**src/rtl/coord_fmt_pkg.sv**
```systemverilog
// Shared coordinate-format constants for fixed_to_ascii and ascii_to_fixed.
//   - ASCII character constants used in NMEA-style coordinate fields
//   - field lengths and digit counts for latitude / longitude
//   - minutes scale factor (60 min * 10^4 fraction digits)
//   - FSM state encoding for the formatter
package coord_fmt_pkg;

  localparam logic [7:0] CH_0   = 8'h30;
  localparam logic [7:0] CH_DOT = 8'h2E;
  localparam logic [7:0] CH_N   = 8'h4E;
  localparam logic [7:0] CH_S   = 8'h53;
  localparam logic [7:0] CH_E   = 8'h45;
  localparam logic [7:0] CH_W   = 8'h57;

  localparam logic [7:0] LAT_LEN    = 8'd9;
  localparam logic [7:0] LON_LEN    = 8'd10;
  localparam logic [3:0] LAT_DIGITS = 4'd8;
  localparam logic [3:0] LON_DIGITS = 4'd9;
  // mmffff digits produced from the fractional-degree part
  localparam logic [3:0] MF_DIGITS  = 4'd6;

  localparam logic [35:0] MIN_SCALE = 36'd600000;

  typedef enum logic [1:0] {
    ST_IDLE  = 2'd0,
    ST_SCALE = 2'd1,
    ST_DIGIT = 2'd2,
    ST_DONE  = 2'd3
  } fmt_state_e;

endpackage

```
**src/rtl/div10_digit.sv**
```systemverilog
// Combinational 20-bit divide-by-10.
//   v_i : dividend
//   q_o : v_i / 10
//   r_o : v_i % 10 (one decimal digit)
module div10_digit (
  input  logic [19:0] v_i,
  output logic [19:0] q_o,
  output logic [3:0]  r_o
);

  assign q_o = v_i / 20'd10;
  assign r_o = 4'(v_i - q_o * 20'd10);

endmodule

```
**src/rtl/fixed_to_ascii.sv**
```systemverilog
// Signed Q16.16 degrees -> NMEA-style ASCII coordinate field.
// Latitude ddmm.mmmm (9 chars), longitude dddmm.mmmm (10 chars), plus a
// hemisphere character. One decimal digit is extracted per cycle.
//
// Ports:
//   clk, rst    : clock, asynchronous active-high reset
//   in_valid    : request strobe, taken only while busy=0
//   is_lon      : 1 = longitude format, 0 = latitude format
//   deg_q16_16  : signed degrees, Q16.16
//   busy        : conversion in flight
//   ascii_vec   : characters, byte0 at [127:120]; unused bytes = PAD_CHAR
//   length      : valid character count (9 / 10)
//   hemi        : 'N' / 'S' / 'E' / 'W'
//   range_err   : value was clamped to the degree limit
//   out_valid   : one-cycle completion pulse; other outputs hold until next
//
// Build option: define FIXED_TO_ASCII_ROUND_EN to round the minutes field to
// nearest instead of truncating. Latency is unchanged.
module fixed_to_ascii
  import coord_fmt_pkg::*;
#(
  parameter int unsigned LAT_MAX_DEG = 90,
  parameter int unsigned LON_MAX_DEG = 180,
  parameter logic [7:0]  PAD_CHAR    = 8'h00
) (
  input  logic         clk,
  input  logic         rst,
  input  logic         in_valid,
  input  logic         is_lon,
  input  logic [31:0]  deg_q16_16,
  output logic         busy,
  output logic [127:0] ascii_vec,
  output logic [7:0]   length,
  output logic [7:0]   hemi,
  output logic         range_err,
  output logic         out_valid
);

  localparam logic [15:0] LAT_LIM = 16'(LAT_MAX_DEG);
  localparam logic [15:0] LON_LIM = 16'(LON_MAX_DEG);

  fmt_state_e      state_q;
  logic [31:0]     in_q;
  logic            lon_q;
  logic [19:0]     val_q;
  logic [15:0]     dd_q;
  logic            err_q;
  logic            neg_q;
  logic [3:0]      cnt_q;
  logic [8:0][7:0] digs_q;

  logic            busy_q;
  logic [127:0]    vec_q;
  logic [7:0]      len_q;
  logic [7:0]      hemi_q;
  logic            rerr_q;
  logic            ov_q;

  // ---------------- SCALE datapath (works on captured input) ----------------
  logic [31:0] mag;
  logic [35:0] prod;
  logic [35:0] prod_r;
  logic [19:0] mf_sc;
  logic [15:0] lim;
  logic [15:0] dd_sc;
  logic        clamp;

  // 0x80000000 negates to itself, which reads correctly as 2^31 unsigned
  assign mag  = in_q[31] ? (~in_q + 32'd1) : in_q;
  assign prod = {20'd0, mag[15:0]} * MIN_SCALE;
`ifdef FIXED_TO_ASCII_ROUND_EN
  assign prod_r = prod + 36'd32768;
`else
  assign prod_r = prod;
`endif
  assign lim   = lon_q ? LON_LIM : LAT_LIM;
  assign clamp = mag[31:16] > lim;
  assign dd_sc = clamp ? lim : mag[31:16];
  assign mf_sc = clamp ? 20'd0 : 20'(prod_r >> 16);

  // ---------------- DIGIT datapath ----------------
  logic [19:0]     quo;
  logic [3:0]      rem;
  logic [7:0]      dig_ch;
  logic            last;
  logic [19:0]     val_nxt;
  logic [8:0][7:0] digs_all;
  logic [127:0]    vec_n;

  div10_digit u_div10 (
    .v_i (val_q),
    .q_o (quo),
    .r_o (rem)
  );

  assign dig_ch = CH_0 + {4'd0, rem};
  assign last   = cnt_q == (lon_q ? (LON_DIGITS - 4'd1) : (LAT_DIGITS - 4'd1));
  // after the six minute digits, switch the source over to whole degrees
  assign val_nxt = (cnt_q == MF_DIGITS - 4'd1) ? {4'd0, dd_q} : quo;

  // stored digits plus the one being produced this cycle, so packing can
  // happen on the final DIGIT edge and out_valid lands in the DONE cycle
  always_comb begin
    digs_all        = digs_q;
    digs_all[cnt_q] = dig_ch;
  end

  // digit index 0 is the least significant (last fraction digit)
  always_comb begin
    if (lon_q)
      vec_n = {digs_all[8], digs_all[7], digs_all[6], digs_all[5], digs_all[4],
               CH_DOT, digs_all[3], digs_all[2], digs_all[1], digs_all[0],
               {6{PAD_CHAR}}};
    else
      vec_n = {digs_all[7], digs_all[6], digs_all[5], digs_all[4],
               CH_DOT, digs_all[3], digs_all[2], digs_all[1], digs_all[0],
               {7{PAD_CHAR}}};
  end

  // ---------------- FSM ----------------
  always_ff @(posedge clk or posedge rst) begin
    if (rst) begin
      state_q <= ST_IDLE;
      in_q    <= '0;
      lon_q   <= 1'b0;
      val_q   <= '0;
      dd_q    <= '0;
      err_q   <= 1'b0;
      neg_q   <= 1'b0;
      cnt_q   <= '0;
      digs_q  <= '0;
      busy_q  <= 1'b0;
      vec_q   <= '0;
      len_q   <= '0;
      hemi_q  <= '0;
      rerr_q  <= 1'b0;
      ov_q    <= 1'b0;
    end else begin
      ov_q <= 1'b0;
      case (state_q)
        // DONE accepts like IDLE so requests can run back-to-back
        ST_IDLE, ST_DONE: begin
          if (in_valid) begin
            in_q    <= deg_q16_16;
            lon_q   <= is_lon;
            busy_q  <= 1'b1;
            state_q <= ST_SCALE;
          end else begin
            state_q <= ST_IDLE;
          end
        end
        ST_SCALE: begin
          val_q   <= mf_sc;
          dd_q    <= dd_sc;
          err_q   <= clamp;
          neg_q   <= in_q[31] && (mag != 32'd0);
          cnt_q   <= '0;
          state_q <= ST_DIGIT;
        end
        ST_DIGIT: begin
          digs_q[cnt_q] <= dig_ch;
          val_q         <= val_nxt;
          cnt_q         <= cnt_q + 4'd1;
          if (last) begin
            vec_q   <= vec_n;
            len_q   <= lon_q ? LON_LEN : LAT_LEN;
            hemi_q  <= lon_q ? (neg_q ? CH_W : CH_E) : (neg_q ? CH_S : CH_N);
            rerr_q  <= err_q;
            ov_q    <= 1'b1;
            busy_q  <= 1'b0;
            state_q <= ST_DONE;
          end
        end
        default: state_q <= ST_IDLE;
      endcase
    end
  end

  assign busy      = busy_q;
  assign ascii_vec = vec_q;
  assign length    = len_q;
  assign hemi      = hemi_q;
  assign range_err = rerr_q;
  assign out_valid = ov_q;

endmodule

```
**config.mk**
```make
export PLATFORM = sky130hd
export DESIGN_NAME = fixed_to_ascii
export DESIGN_NICKNAME = d
export VERILOG_FILES = /design/src/rtl/coord_fmt_pkg.sv /design/src/rtl/div10_digit.sv /design/src/rtl/fixed_to_ascii.sv
export SDC_FILE = /design/constraint.sdc
export NUM_CORES = 1
export LEC_CHECK = 0
export CAP_MARGIN = 15
export CORE_UTILIZATION = 58
export CTS_CLUSTER_DIAMETER = 30
export CTS_CLUSTER_SIZE = 10
export DETAILED_ROUTE_END_ITERATION = 10
export GPL_ROUTABILITY_DRIVEN = 0
export HOLD_SLACK_MARGIN = 0.02
export PLACE_DENSITY_LB_ADDON = 0.2
export SLEW_MARGIN = 20
export SYNTH_ARGS = -nofsm -noshare
export SYNTH_HDL_FRONTEND = slang
export SYNTH_SLANG_ARGS = --single-unit
```
**constraint.sdc**
```tcl
create_clock -name clk -period 9.4 [get_ports clk]
set_input_delay 1.88 -clock clk [delete_from_list [all_inputs] [get_ports clk]]
set_output_delay 1.88 -clock clk [all_outputs]
set_load 0.02 [all_outputs]
```
# Word level (Yosys, flattened, before mapping)

Index checks and enable logic that the tools add are counted.

Memories: 0
Logic and storage cells: 75
Latch bits: 0
Output and inout bits: 147
ROM bits: 0
Input bits: 36
Bits in writable memories: 0
Flip-flop bits (word level): 296

Div/mod/pow operators: 1
$lt $le $gt $ge: 3
Shift operators: 0
Equality and inequality tests: 7
Multipliers: 2
Mux-type cells: 24
Reductions and logical operators: 10
Add/subtract/negate cells: 4
Bitwise gates (word level): 1

Operators with widths:

| operator                                                                      | number |
|---|---|
| 128-bit two-way mux                                                           | 1 |
| 72-bit bitwise mux                                                            | 1 |
| 20-bit two-way mux                                                            | 2 |
| 20-bit case mux with 2 select lines                                           | 1 |
| 32-bit by 1-bit adder with 32-bit output (second input constant)              | 1 |
| 8-bit demux with 4-bit select                                                 | 1 |
| 32-bit two-way mux                                                            | 1 |
| 32-bit inverter                                                               | 1 |
| 32-bit nonzero test                                                           | 1 |
| 16-bit by 14-bit multiplier with 30-bit output (second input constant)        | 1 |
| 20-bit by 4-bit divider with 20-bit output (second input constant)            | 1 |
| 20-bit by 3-bit multiplier with 3-bit output (second input constant)          | 1 |
| 16-bit by 8-bit > comparator with 1-bit output                                | 1 |
| 16-bit two-way mux                                                            | 1 |
| 8-bit two-way mux                                                             | 2 |
| 5-bit two-way mux                                                             | 3 |
| 4-bit case mux with 2 select lines                                            | 1 |
| 6-bit by 4-bit adder with 7-bit output (first input constant)                 | 1 |
| 2-bit case mux with 3 select lines                                            | 1 |
| 4-bit by 5-bit less-than comparator with 1-bit output (second input constant) | 1 |
| 1-bit two-way mux                                                             | 5 |
| 4-bit by 1-bit adder with 4-bit output (second input constant)                | 1 |
| 2-bit == test (second input constant)                                         | 2 |
| 4-bit by 3-bit == test with 1-bit output (second input constant)              | 1 |
| other kinds (14)                                                              | 19 |

# Depth between registers and ports, before layout

Gate-level depths: netlist of run 1.

Word-level depth: 6
Gate-level depth with buffers: 37
Gate-level depth less buffers: 35

# Hierarchy

A second synthesis of run 1 with hierarchy kept.

Cells, all modules: 1968
Area total of the unflattened synthesis: 18649.1 um^2

Modules (own cells, without submodules):

| module         | area each (um^2) | sequential area each (um^2) | times used | cells each |
|---|---|---|---|---|
| fixed_to_ascii | 15708.8          | 6005.8                      | 1          | 1533 |
| div10_digit    | 2940.3           | 0.0                         | 1          | 435 |

# Worst setup path after synthesis of run 1

OpenSTA, ideal clock, no wires.

Path type: register -> register
From: register in_q[2]
To: register val_q[18]
Library setup time: 0.095 ns
Clock period less this slack: 7.923 ns
Data required time: 9.305 ns
Path buffers: 0
Slack: 1.477 ns
Arrival time: 7.828 ns
Cell stages (with the launch flop): 32
Path through: dfrtp_1 nor3_1 nand3_1 or3_1 o31a_1 xor2_1 inv_1 fa_1 inv_1 fa_1 ha_1 fa_1 inv_1 fa_1 inv_1 fa_1 ha_1 inv_1 o21ai_0 a21oi_1 o21ai_0 a21oi_1 o21ai_0 a21o_1 a21o_1 a21o_1 a21oi_1 o211a_1 a211oi_1 a2111oi_0 xor2_1 o31ai_1

Word-level cells in the longest chain between the ends: 6
Elaborated cells on any way between the ends: 7
Those cells by class: add/sub: 1; mul: 1; order compare: 1; mux: 3; bitwise: 1

RTL lines:

| item                                                                                                                    | RTL line                                   | RTL |
|---|---|---|
| start, declared                                                                                                         | fixed_to_ascii.sv:43                       | `logic [31:0] in_q;` |
| start signal, assigned                                                                                                  | fixed_to_ascii.sv:144                      | `in_q <= deg_q16_16;` |
| 32-bit inverter                                                                                                         | fixed_to_ascii.sv:69                       | `assign mag = in_q[31] ? (~in_q + 32'd1) : in_q;` |
| 32-bit by 1-bit adder with 32-bit output                                                                                | fixed_to_ascii.sv:69                       |  |
| 32-bit two-way mux *                                                                                                    | fixed_to_ascii.sv:69                       |  |
| 16-bit by 14-bit multiplier with 30-bit output / 16-bit by 8-bit > comparator with 1-bit output (equally long branches) | fixed_to_ascii.sv:70, fixed_to_ascii.sv:77 |  |
| 20-bit two-way mux *                                                                                                    | fixed_to_ascii.sv:79                       | `assign mf_sc = clamp ? 20'd0 : 20'(prod_r >> 16);` |
| 20-bit case mux with 2 select lines *                                                                                   | fixed_to_ascii.sv:140                      | `case (state_q)` |
| end signal, assigned                                                                                                    | fixed_to_ascii.sv:153                      | `val_q <= mf_sc;` |
| end signal, assigned                                                                                                    | fixed_to_ascii.sv:162                      | `val_q <= val_nxt;` |
| end, declared                                                                                                           | fixed_to_ascii.sv:45                       | `logic [19:0] val_q;` |

Every way passes the cells marked *; elsewhere a longest branch is shown, timed or not.
A chain may end at the register's enable or synchronous reset.

# Worst setup path after layout of run 1

From: register val_q[17]
To: register vec_q[122], in the netlist ascii_vec[122]

Word-level cells in the longest chain between the ends: 6

RTL lines:

| item                                         | RTL line              | RTL |
|---|---|---|
| 20-bit by 4-bit divider with 20-bit output   | div10_digit.sv:11     | `assign q_o = v_i / 20'd10;` |
| 20-bit by 3-bit multiplier with 3-bit output | div10_digit.sv:12     | `assign r_o = 4'(v_i - q_o * 20'd10);` |
| 4-bit subtractor                             | div10_digit.sv:12     |  |
| 6-bit by 4-bit adder with 7-bit output       | fixed_to_ascii.sv:96  | `assign dig_ch = CH_0 + {4'd0, rem};` |
| 72-bit bitwise mux                           | fixed_to_ascii.sv:105 | `digs_all[cnt_q] = dig_ch;` |
| 128-bit two-way mux                          | fixed_to_ascii.sv:110 | `if (lon_q)` |
| end signal, assigned                         | fixed_to_ascii.sv:165 | `vec_q <= vec_n;` |
| end, declared                                | fixed_to_ascii.sv:53  | `logic [127:0] vec_q;` |

No other way between the ends.

==> flow_metrics.py, run 1 <==
metrics = {
    "timing": {
        "whs_ps": 464,
        "clock_skew_ps": 17.3,
        "max_freq_mhz": 115,
        "hold_violations": 0,
        "slew_viol_final": 0,
        "worst_slew_pin_slew_ps": 934,
        "timing.final.ws_setup_ps": 683,
        "fin_crit_sh_pct": 92.7,
        "fin_crit_ps": 8720,
        "finalSetupViolations": 0,
        "fin_tns_setup_ps": 0,
        "max_slew_margin_pct": 37.5,
    },
    "routing": {
        "antenna_left": 0,
        "drc": 0,
        "wire_per_inst_um": 17.7,
        "first_pass_iters": 5,
        "vias": 13800,
        "viasPerCell": 5.99,
        "totalWireLength_mm": 40.8,
        "drtIter0Drc": 1307,
    },
    "job": {
        "cap_violations": 0,
    },
    "worst_hold_path": {
        "hold_path.class": "register to register",
    },
    "worst_setup_path": {
        "crit_arrival_ps": 9140,
        "required_ps": 9820,
        "crit_fanout": 18,
        "cp-end-kind": "register",
        "cp_common_cell": "o21ai_0",
        "slowest_delay_ps": 650,
        "critical_path.slowest_cell": "fa_1",
        "cp-start-kind": "register",
        "path_class": "register to register",
    },
    "clock_network": {
        "insertion_delay_ps": 540,
        "clockBufferDepth": 3,
        "cts_sinks": 240,
        "cts_root_buffer": "clkbuf_16",
        "h-tree-depth": 2,
        "clk_pin_slew_ps": 50,
        "cts_tree": "yes",
        "post_cts_buffers": 0,
        "numCtsBuffers": 46,
    },
    "synthesis": {
        "syn_inst": 1774,
        "synth_top_family_by_area": "compound AO/OA/AOI/OAI gates",
        "synth.largest_area_cell": "dfrtp_1",
        "ys.flop_type": "dfrtp_1",
        "avgSynthCellArea_um2": 9.67,
        "yosys_register_bits": 240,
        "synth_common_cells": "dfrtp_1 (240), nand2_1 (175), inv_1 (163)",
        "synth-compound-area-share_pct": 18.3,
        "synth-simple-area-share_pct": 13.0,
        "yosysSeqAreaShare_pct": 35.0,
        "yosys.area_share.xor_xnor_pct": 2.39,
        "ys_warn_count": 0,
        "synth-async-reset-ratio_pct": 100,
        "synth_cell_type_count": 103,
        "syn_area_mm2": 0.0172,
        "synthAdderAreaFrac_pct": 17.8,
        "synth_edf_count": 0,
        "synth_top_cell_area_share_pct": 35.0,
        "synth_mux_area_share_pct": 5.09,
        "synthTopCellsByArea": "dfrtp_1 (35%), ha_1 (9.1%), fa_1 (8.6%)",
        "synth_most_common_cell": "dfrtp_1",
    },
    "global_route": {
        "antenna_found_initial": 1,
        "grt_pass1_wl_mm": 67.4,
        "track_usage_pct": 27.3,
        "grt_max_degree": 95,
        "grt_pass1_vias": 13500,
        "grt_overflow": 0,
    },
    "floorplan": {
        "dieHeight_um": 174,
        "rows": 62,
        "start_util_pct": 59.3,
        "die_area_mm2": 0.0303,
        "core-area_mm2": 0.0289,
        "io_pins": 183,
        "die_w_um": 174,
    },
    "placement": {
        "dpl.hpwl_mm": 29.0,
        "post-place-ws_ps": 539,
        "placed_cells": 2217,
        "io_buffers": 127,
    },
    "layout": {
        "syn_to_final_growth_pct": 17.8,
        "finalNonFillerCells": 2301,
        "layout-drive-gt1-share_pct": 11.1,
        "fill_cells": 2199,
        "fin_nets": 2116,
        "n_antenna_cell": 0,
    },
    "outcome": {
        "status": "finished clean",
    },
}
## cell families (layout without fill, tap and decap cells)
family | count (synthesis) | after routing
compound gates | 441 | 441
xor+xnor | 46 | 46
fa+ha+maj | 200 | 200
buf+inv | 315 | 404
flops | 240 | 240
mux | 79 | 79
other cells | 1 | 55
simple gates | 452 | 452
## critical path: cells and delay by family, from the launching register on
kind / cells / cell delay (ps)
buf+inv: 2 / 210
simple gates: 11 / 3210
compound gates: 13 / 3370
flops: 1 / 530
mux: 1 / 290
fa+ha+maj: 3 / 980
## metal layers
metal	up-vias	wire length, um	track usage (%)
li1	6385	-	-
met1	6764	16700	34.8
met2	549	20600	47.2
met4	0	1130	9.83
met5	-	0	0
met3	89	2410	4.13
## metrics by stage
stage          instance area, um2  utilization [%]
2_1_floorplan               17400                -
3_3_place_gp                18500             64.0
3_5_place_dp                18500             64.0
4_1_cts                     20200             69.8
5_1_grt                     20200             69.8
6_report                    20200             69.8
## worst paths after layout
check / startpoint / endpoint / slack (ps) / cells past startpoint
min in group asynchronous: rst / length[0] / 1840 / 2
min: digs_q[28] / digs_q[28] / 460 / 1
min reg2reg: digs_q[28] / digs_q[28] / 460 / 1
max in group asynchronous: rst / val_q[18] / 6250 / 3
max reg2reg: val_q[17] / ascii_vec[122] / 680 / 30
max: val_q[17] / ascii_vec[122] / 680 / 30
## area by class of cell
cell class / count / area [um2] / area share, %
sequential: 240 / 6010 / 29.7
inverter: 166 / 631 / 3.12
timing repair buffer: 154 / 1480 / 7.31
clock inverter: 28 / 430 / 2.13
tap: 384 / 480 / 2.38
clock buffer: 56 / 1250 / 6.18
multi-input combinational: 1273 / 9930 / 49.1
## sequential cells by signal (all words and copies together) (netlist names)
| register | cells |
|---|---|
| hemi | 6 |
| ascii_vec | 80 |
| lon_q | 1 |
| cnt_q | 4 |
| err_q | 1 |
| state_q | 2 |
| neg_q | 1 |
| out_valid | 1 |
| in_q | 32 |
| digs_q | 72 |
| range_err | 1 |
| val_q | 20 |
| length | 2 |
| busy | 1 |
| dd_q | 16 |
## repair_timing
action / in CTS / in global routing
endpoints found under the setup margin: 0 / 39
hold buffers: 0 / 0
resized for setup: 0 / 4
## placed cells by master (no fill, tap or decap), types with 9 or more instances in the layout
| cell type | instances |
|---|---|
| dfrtp_1 | 238 |
| nand2_1 | 175 |
| inv_1 | 162 |
| clkdlybuf4s50_1 | 127 |
| ha_1 | 125 |
| o21ai_0 | 94 |
| a21oi_1 | 90 |
| nor2_1 | 81 |
| fa_1 | 74 |
| mux2_2 | 56 |
| conb_1 | 55 |
| clkbuf_16 | 46 |
| xnor2_1 | 31 |
| nand3_1 | 29 |
| o221ai_1 | 27 |
| buf_4 | 26 |
| and2_1 | 25 |
| nand2b_1 | 23 |
| mux2i_1 | 22 |
| nor2b_1 | 20 |
| nor3_1 | 20 |
| a211oi_1 | 18 |
| a21o_1 | 15 |
| o31ai_1 | 15 |
| a222oi_1 | 15 |
| xor2_1 | 14 |
| a22oi_1 | 13 |
| a22o_1 | 11 |
| a31oi_1 | 10 |
| nor4_1 | 9 |
| or3_1 | 9 |
| and3_1 | 9 |
| o21ai_2 | 9 |
| bufinv_16 | 9 |
Power of run 1 is left out: the tool's default activity adds up to more than one toggle a clock period on the data nets, which glitch-free logic cannot reach.
==> run 2, diff against run 1 <==
- CTS_CLUSTER_SIZE: 10 -> 28
==> flow_metrics.py, run 2 (same netlist as run 1, synthesis figures left out) <==
metrics = {
    "layout": {
        "n_antenna_cell": 0,
        "syn_to_final_growth_pct": 17.4,
        "fin_nets": 2116,
        "largest_reg_flops": 80,
        "layout-drive-gt1-share_pct": 11.2,
        "final_cell_mix": "dfrtp_1 (238), nand2_1 (175), inv_1 (162), clkdlybuf4s50_1 (127), ha_1 (125)",
        "layout_commonest_cell": "dfrtp_1",
    },
    "outcome": {
        "status": "finished clean",
    },
    "routing": {
        "totalWireLength_mm": 40.8,
        "wire_per_inst_um": 17.7,
        "viasPerCell": 5.97,
        "drtIter0Drc": 1229,
        "drc": 0,
        "antenna_left": 0,
        "vias": 13700,
        "first_pass_iters": 7,
    },
    "floorplan": {
        "start_util_pct": 59.3,
        "die_area_mm2": 0.0303,
        "rows": 62,
        "dieHeight_um": 174,
        "core-area_mm2": 0.0289,
        "die_w_um": 174,
        "io_pins": 183,
    },
    "timing": {
        "slew_viol_final": 0,
        "worst_slew_pin_slew_ps": 970,
        "fin_crit_ps": 8720,
        "max_freq_mhz": 115,
        "clock_skew_ps": 19.0,
        "fin_crit_sh_pct": 92.8,
        "hold_violations": 0,
        "whs_ps": 465,
        "finalSetupViolations": 0,
        "max_slew_margin_pct": 34.5,
    },
    "clock_network": {
        "cts_hold_buf": 0,
        "numCtsBuffers": 46,
        "cts-resized-gates": 0,
        "cts_tree": "yes",
        "clk_pin_slew_ps": 50,
        "insertion_delay_ps": 540,
        "cts_sinks": 240,
        "cts_root_buffer": "clkbuf_16",
        "post_cts_buffers": 0,
        "h-tree-depth": 2,
        "clockBufferDepth": 3,
    },
    "worst_hold_path": {
        "worstHoldPathCells": 1,
        "hold_path.class": "register to register",
    },
    "worst_setup_path": {
        "crit_fanout": 18,
        "path_class": "register to register",
        "cp-end-kind": "register",
        "critical_path.slowest_cell": "fa_1",
        "cp_common_cell": "o21ai_0",
        "required_ps": 9820,
        "cp-start-kind": "register",
        "r2r_cells": 30,
        "slowest_delay_ps": 650,
        "crit_arrival_ps": 9140,
    },
    "placement": {
        "dpl.hpwl_mm": 29.0,
        "io_buffers": 127,
    },
    "global_route": {
        "grt_pass1_wl_mm": 67.1,
        "grt_max_degree": 95,
        "grt_overflow": 0,
        "antenna_found_initial": 2,
        "track_usage_pct": 27.2,
        "grt_pass1_vias": 13400,
    },
    "job": {
        "cap_violations": 0,
    },
}
## run 2: changes by cell type in the layout (fill, tap and decap cells not counted), sizes merged
cell,previous run,this run
clkinvlp,7,9
bufinv,9,6
clkinv,12,15
clkbuf,56,54
## run 2: layout make-up
class                           instances  area [um2]
Fill cell                            2199        8790
Timing Repair Buffer                  154        1480
Clock buffer                           54        1240
Tap cell                              384         480
Inverter                              166         631
Multi-Input combinational cell       1273        9930
Sequential cell                       240        6010
Clock inverter                         30         380
## run 2: through the flow
stage	TNS (ps)	utilization (%)	instances	cell area [um2]	setup slack, ps
after floorplan	0	-	1828	17400	932
after global placement	0	64.0	2217	18500	806
after detailed placement	0	64.0	2217	18500	539
after CTS	0	69.6	2301	20100	536
after global routing	-16.6	69.6	2301	20100	-16.6
final	0	69.6	2301	20100	679
## run 2: path summary, 6_finish.rpt
path                             from        endpoint  slack [ps]
setup / recovery            val_q[17]  ascii_vec[122]         680
hold / removal             digs_q[28]      digs_q[28]         470
setup reg to reg            val_q[17]  ascii_vec[122]         680
hold reg to reg            digs_q[28]      digs_q[28]         470
max in group asynchronous         rst       val_q[18]        6250
min in group asynchronous         rst       length[0]        1840
## run 2: worst max-delay path: cells and delay by family (launching register included)
kind            cells  cell delay, ps
simple gates       11            3240
flops               1             530
fa+ha+maj           3             980
mux                 1             270
buf+inv             2             210
compound gates     13            3380
## run 2: layer usage
metal,global-route usage (%),share of wire [%],vias up
li1,-,-,6379
met2,46.8,50,558
met4,10.5,3.3,0
met5,0,0,-
met3,4.09,5.9,98
met1,34.6,41,6702
Power of run 2 is left out for the same reason.
==> run 3, diff against run 2 <==
- ABC_AREA: not set -> 1
==> flow_metrics.py, run 3 <==
metrics = {
    "synthesis": {
        "synth_edf_count": 0,
        "synthTopCellsByArea": "dfrtp_1 (36%), nand2_1 (10%), ha_1 (9.3%)",
        "yosysSeqAreaShare_pct": 35.9,
        "synth.largest_area_cell": "dfrtp_1",
        "synth_cell_type_count": 49,
        "synth_common_cells": "nand2_1 (448), inv_1 (300), dfrtp_1 (240)",
        "ys.flop_type": "dfrtp_1",
        "yosys_register_bits": 240,
        "synth_top_cell_area_share_pct": 35.9,
        "synth_most_common_cell": "nand2_1",
        "synth-async-reset-ratio_pct": 100,
        "avgSynthCellArea_um2": 8.35,
        "syn_inst": 2006,
        "syn_area_mm2": 0.0167,
        "ys_warn_count": 0,
    },
    "timing": {
        "grt_setup_unrepaired": "no",
        "fin_tns_setup_ps": 0,
        "fin_crit_ps": 8610,
        "max_freq_mhz": 116,
        "clock_skew_ps": 41.8,
        "finalSetupViolations": 0,
        "timing.final.ws_setup_ps": 788,
        "max_slew_margin_pct": 35.7,
        "fin_crit_sh_pct": 91.6,
        "hold_violations": 0,
        "worst_slew_pin_slew_ps": 965,
        "slew_viol_final": 0,
    },
    "layout": {
        "n_antenna_cell": 0,
        "largest_reg_flops": 80,
        "fin_nets": 2386,
        "syn_to_final_growth_pct": 19.3,
        "layout_commonest_cell": "nand2_1",
        "fill_cells": 2138,
        "final_cell_mix": "nand2_1 (447), inv_1 (299), dfrtp_1 (240), o21ai_0 (150), clkdlybuf4s50_1 (127)",
        "layout-drive-gt1-share_pct": 12.0,
    },
    "worst_setup_path": {
        "cp-end-kind": "register",
        "cp_common_cell": "inv_1",
        "crit_arrival_ps": 9020,
        "slowest_delay_ps": 530,
        "path_class": "register to register",
        "cp-start-kind": "register",
        "required_ps": 9810,
        "crit_fanout": 6,
        "critical_path.slowest_cell": "fa_1",
    },
    "global_route": {
        "grt_max_degree": 85,
        "grt_pass1_wl_mm": 65.5,
        "grt_overflow": 0,
        "track_usage_pct": 27.6,
        "antenna_found_initial": 0,
        "grt_pass1_vias": 13600,
    },
    "floorplan": {
        "start_util_pct": 59.6,
        "core-area_mm2": 0.0281,
        "die_area_mm2": 0.0296,
        "die_w_um": 172,
        "dieHeight_um": 172,
        "rows": 61,
        "io_pins": 183,
    },
    "worst_hold_path": {
        "hold_path.class": "register to register",
    },
    "clock_network": {
        "cts_sinks": 240,
        "cts_root_buffer": "clkbuf_16",
        "insertion_delay_ps": 560,
        "h-tree-depth": 2,
        "clk_pin_slew_ps": 50,
        "cts_tree": "yes",
        "numCtsBuffers": 50,
        "clockBufferDepth": 3,
    },
    "routing": {
        "wire_per_inst_um": 15.4,
        "drc": 0,
        "drtIter0Drc": 952,
        "antenna_left": 0,
        "vias": 13800,
        "totalWireLength_mm": 39.5,
        "viasPerCell": 5.38,
        "first_pass_iters": 6,
    },
    "placement": {
        "io_buffers": 127,
        "dpl.hpwl_mm": 28.4,
        "post-place-ws_ps": 846,
    },
    "outcome": {
        "status": "finished clean",
    },
    "job": {
        "cap_violations": 0,
    },
}
==> run 3: cell count changes after synthesis, sizes merged, moves of 22 or more <==
cell,before,now
clkbuf,71,44
o21ai,110,167
xnor2,31,4
mux2,56,0
nand3,30,148
nand2,175,501
and2,26,0
a21oi,90,58
inv,163,322
nand2b,23,0
mux2i,22,0
==> run 3: worst paths after layout <==
check / end / cells past startpoint / slack (ps) / startpoint
min in group asynchronous: ascii_vec[94] / 2 / 1810 / rst
min: digs_q[53] / 2 / 450 / digs_q[53]
max: val_q[19] / 45 / 790 / in_q[0]
min reg2reg: digs_q[53] / 2 / 450 / digs_q[53]
max reg2reg: val_q[19] / 45 / 790 / in_q[0]
max in group asynchronous: digs_q[11] / 3 / 6170 / rst
==> run 3: stage by stage <==
step	util (%)	area (um2)	hold WS, ps	cells
floorplan	-	17000	423	2060
global placement	64.9	18200	434	2477
detailed placement	64.9	18200	439	2477
CTS	71.1	20000	452	2570
global route	71.1	20000	469	2570
finish	71.1	20000	449	2570
==> run 3: area by class of cell <==
cell class                      instances  area [um2]  share of cell area (%)
Clock inverter                         28         328                    1.64
Sequential cell                       240        6010                    30.1
Tap cell                              378         473                    2.37
Clock buffer                           65        1420                    7.10
Multi-Input combinational cell       1384        9080                    45.4
Timing Repair Buffer                  148        1430                    7.17
Inverter                              327        1240                    6.22
==> run 3: cells by family (layout without fill, tap and decap cells) <==
family / count (synthesis) / count (layout) / synth area share (%)
buffers and inverters: 436 / 568 / 11.3
AOI/OAI and AO/OA: 305 / 305 / 11.0
xor gates and xnor gates: 32 / 32 / 1.79
adders and majority gates: 199 / 199 / 18.2
other: 1 / 55 / 0.0224
DFF: 240 / 240 / 35.9
and+or+nand+nor: 793 / 793 / 21.9
==> run 3: worst max-delay path, delay by kind of cell (launching register included) <==
kind / cells / cell delay (ps)
DFF: 1 / 450
buffers and inverters: 18 / 1500
AOI/OAI and AO/OA: 10 / 2100
xor gates and xnor gates: 2 / 280
and+or+nand+nor: 7 / 750
adders and majority gates: 8 / 3340
==> run 3: repair_timing <==
action / CTS / global route
endpoints found under the setup margin: 0 / 3
resized for setup: 0 / 5
endpoints found under the hold margin: 0 / 0
hold buffers: 0 / 0
buffers inserted: 0 / 0
==> run 3: routing by layer <==
layer	up-vias	GRT usage, %	part of all wire (%)
met2	441	47.4	49
met4	0	10.3	3.2
met5	-	0	0
li1	6664	-	-
met3	94	3.52	5.1
met1	6640	35.8	43
Power of run 3 is left out for the same reason.
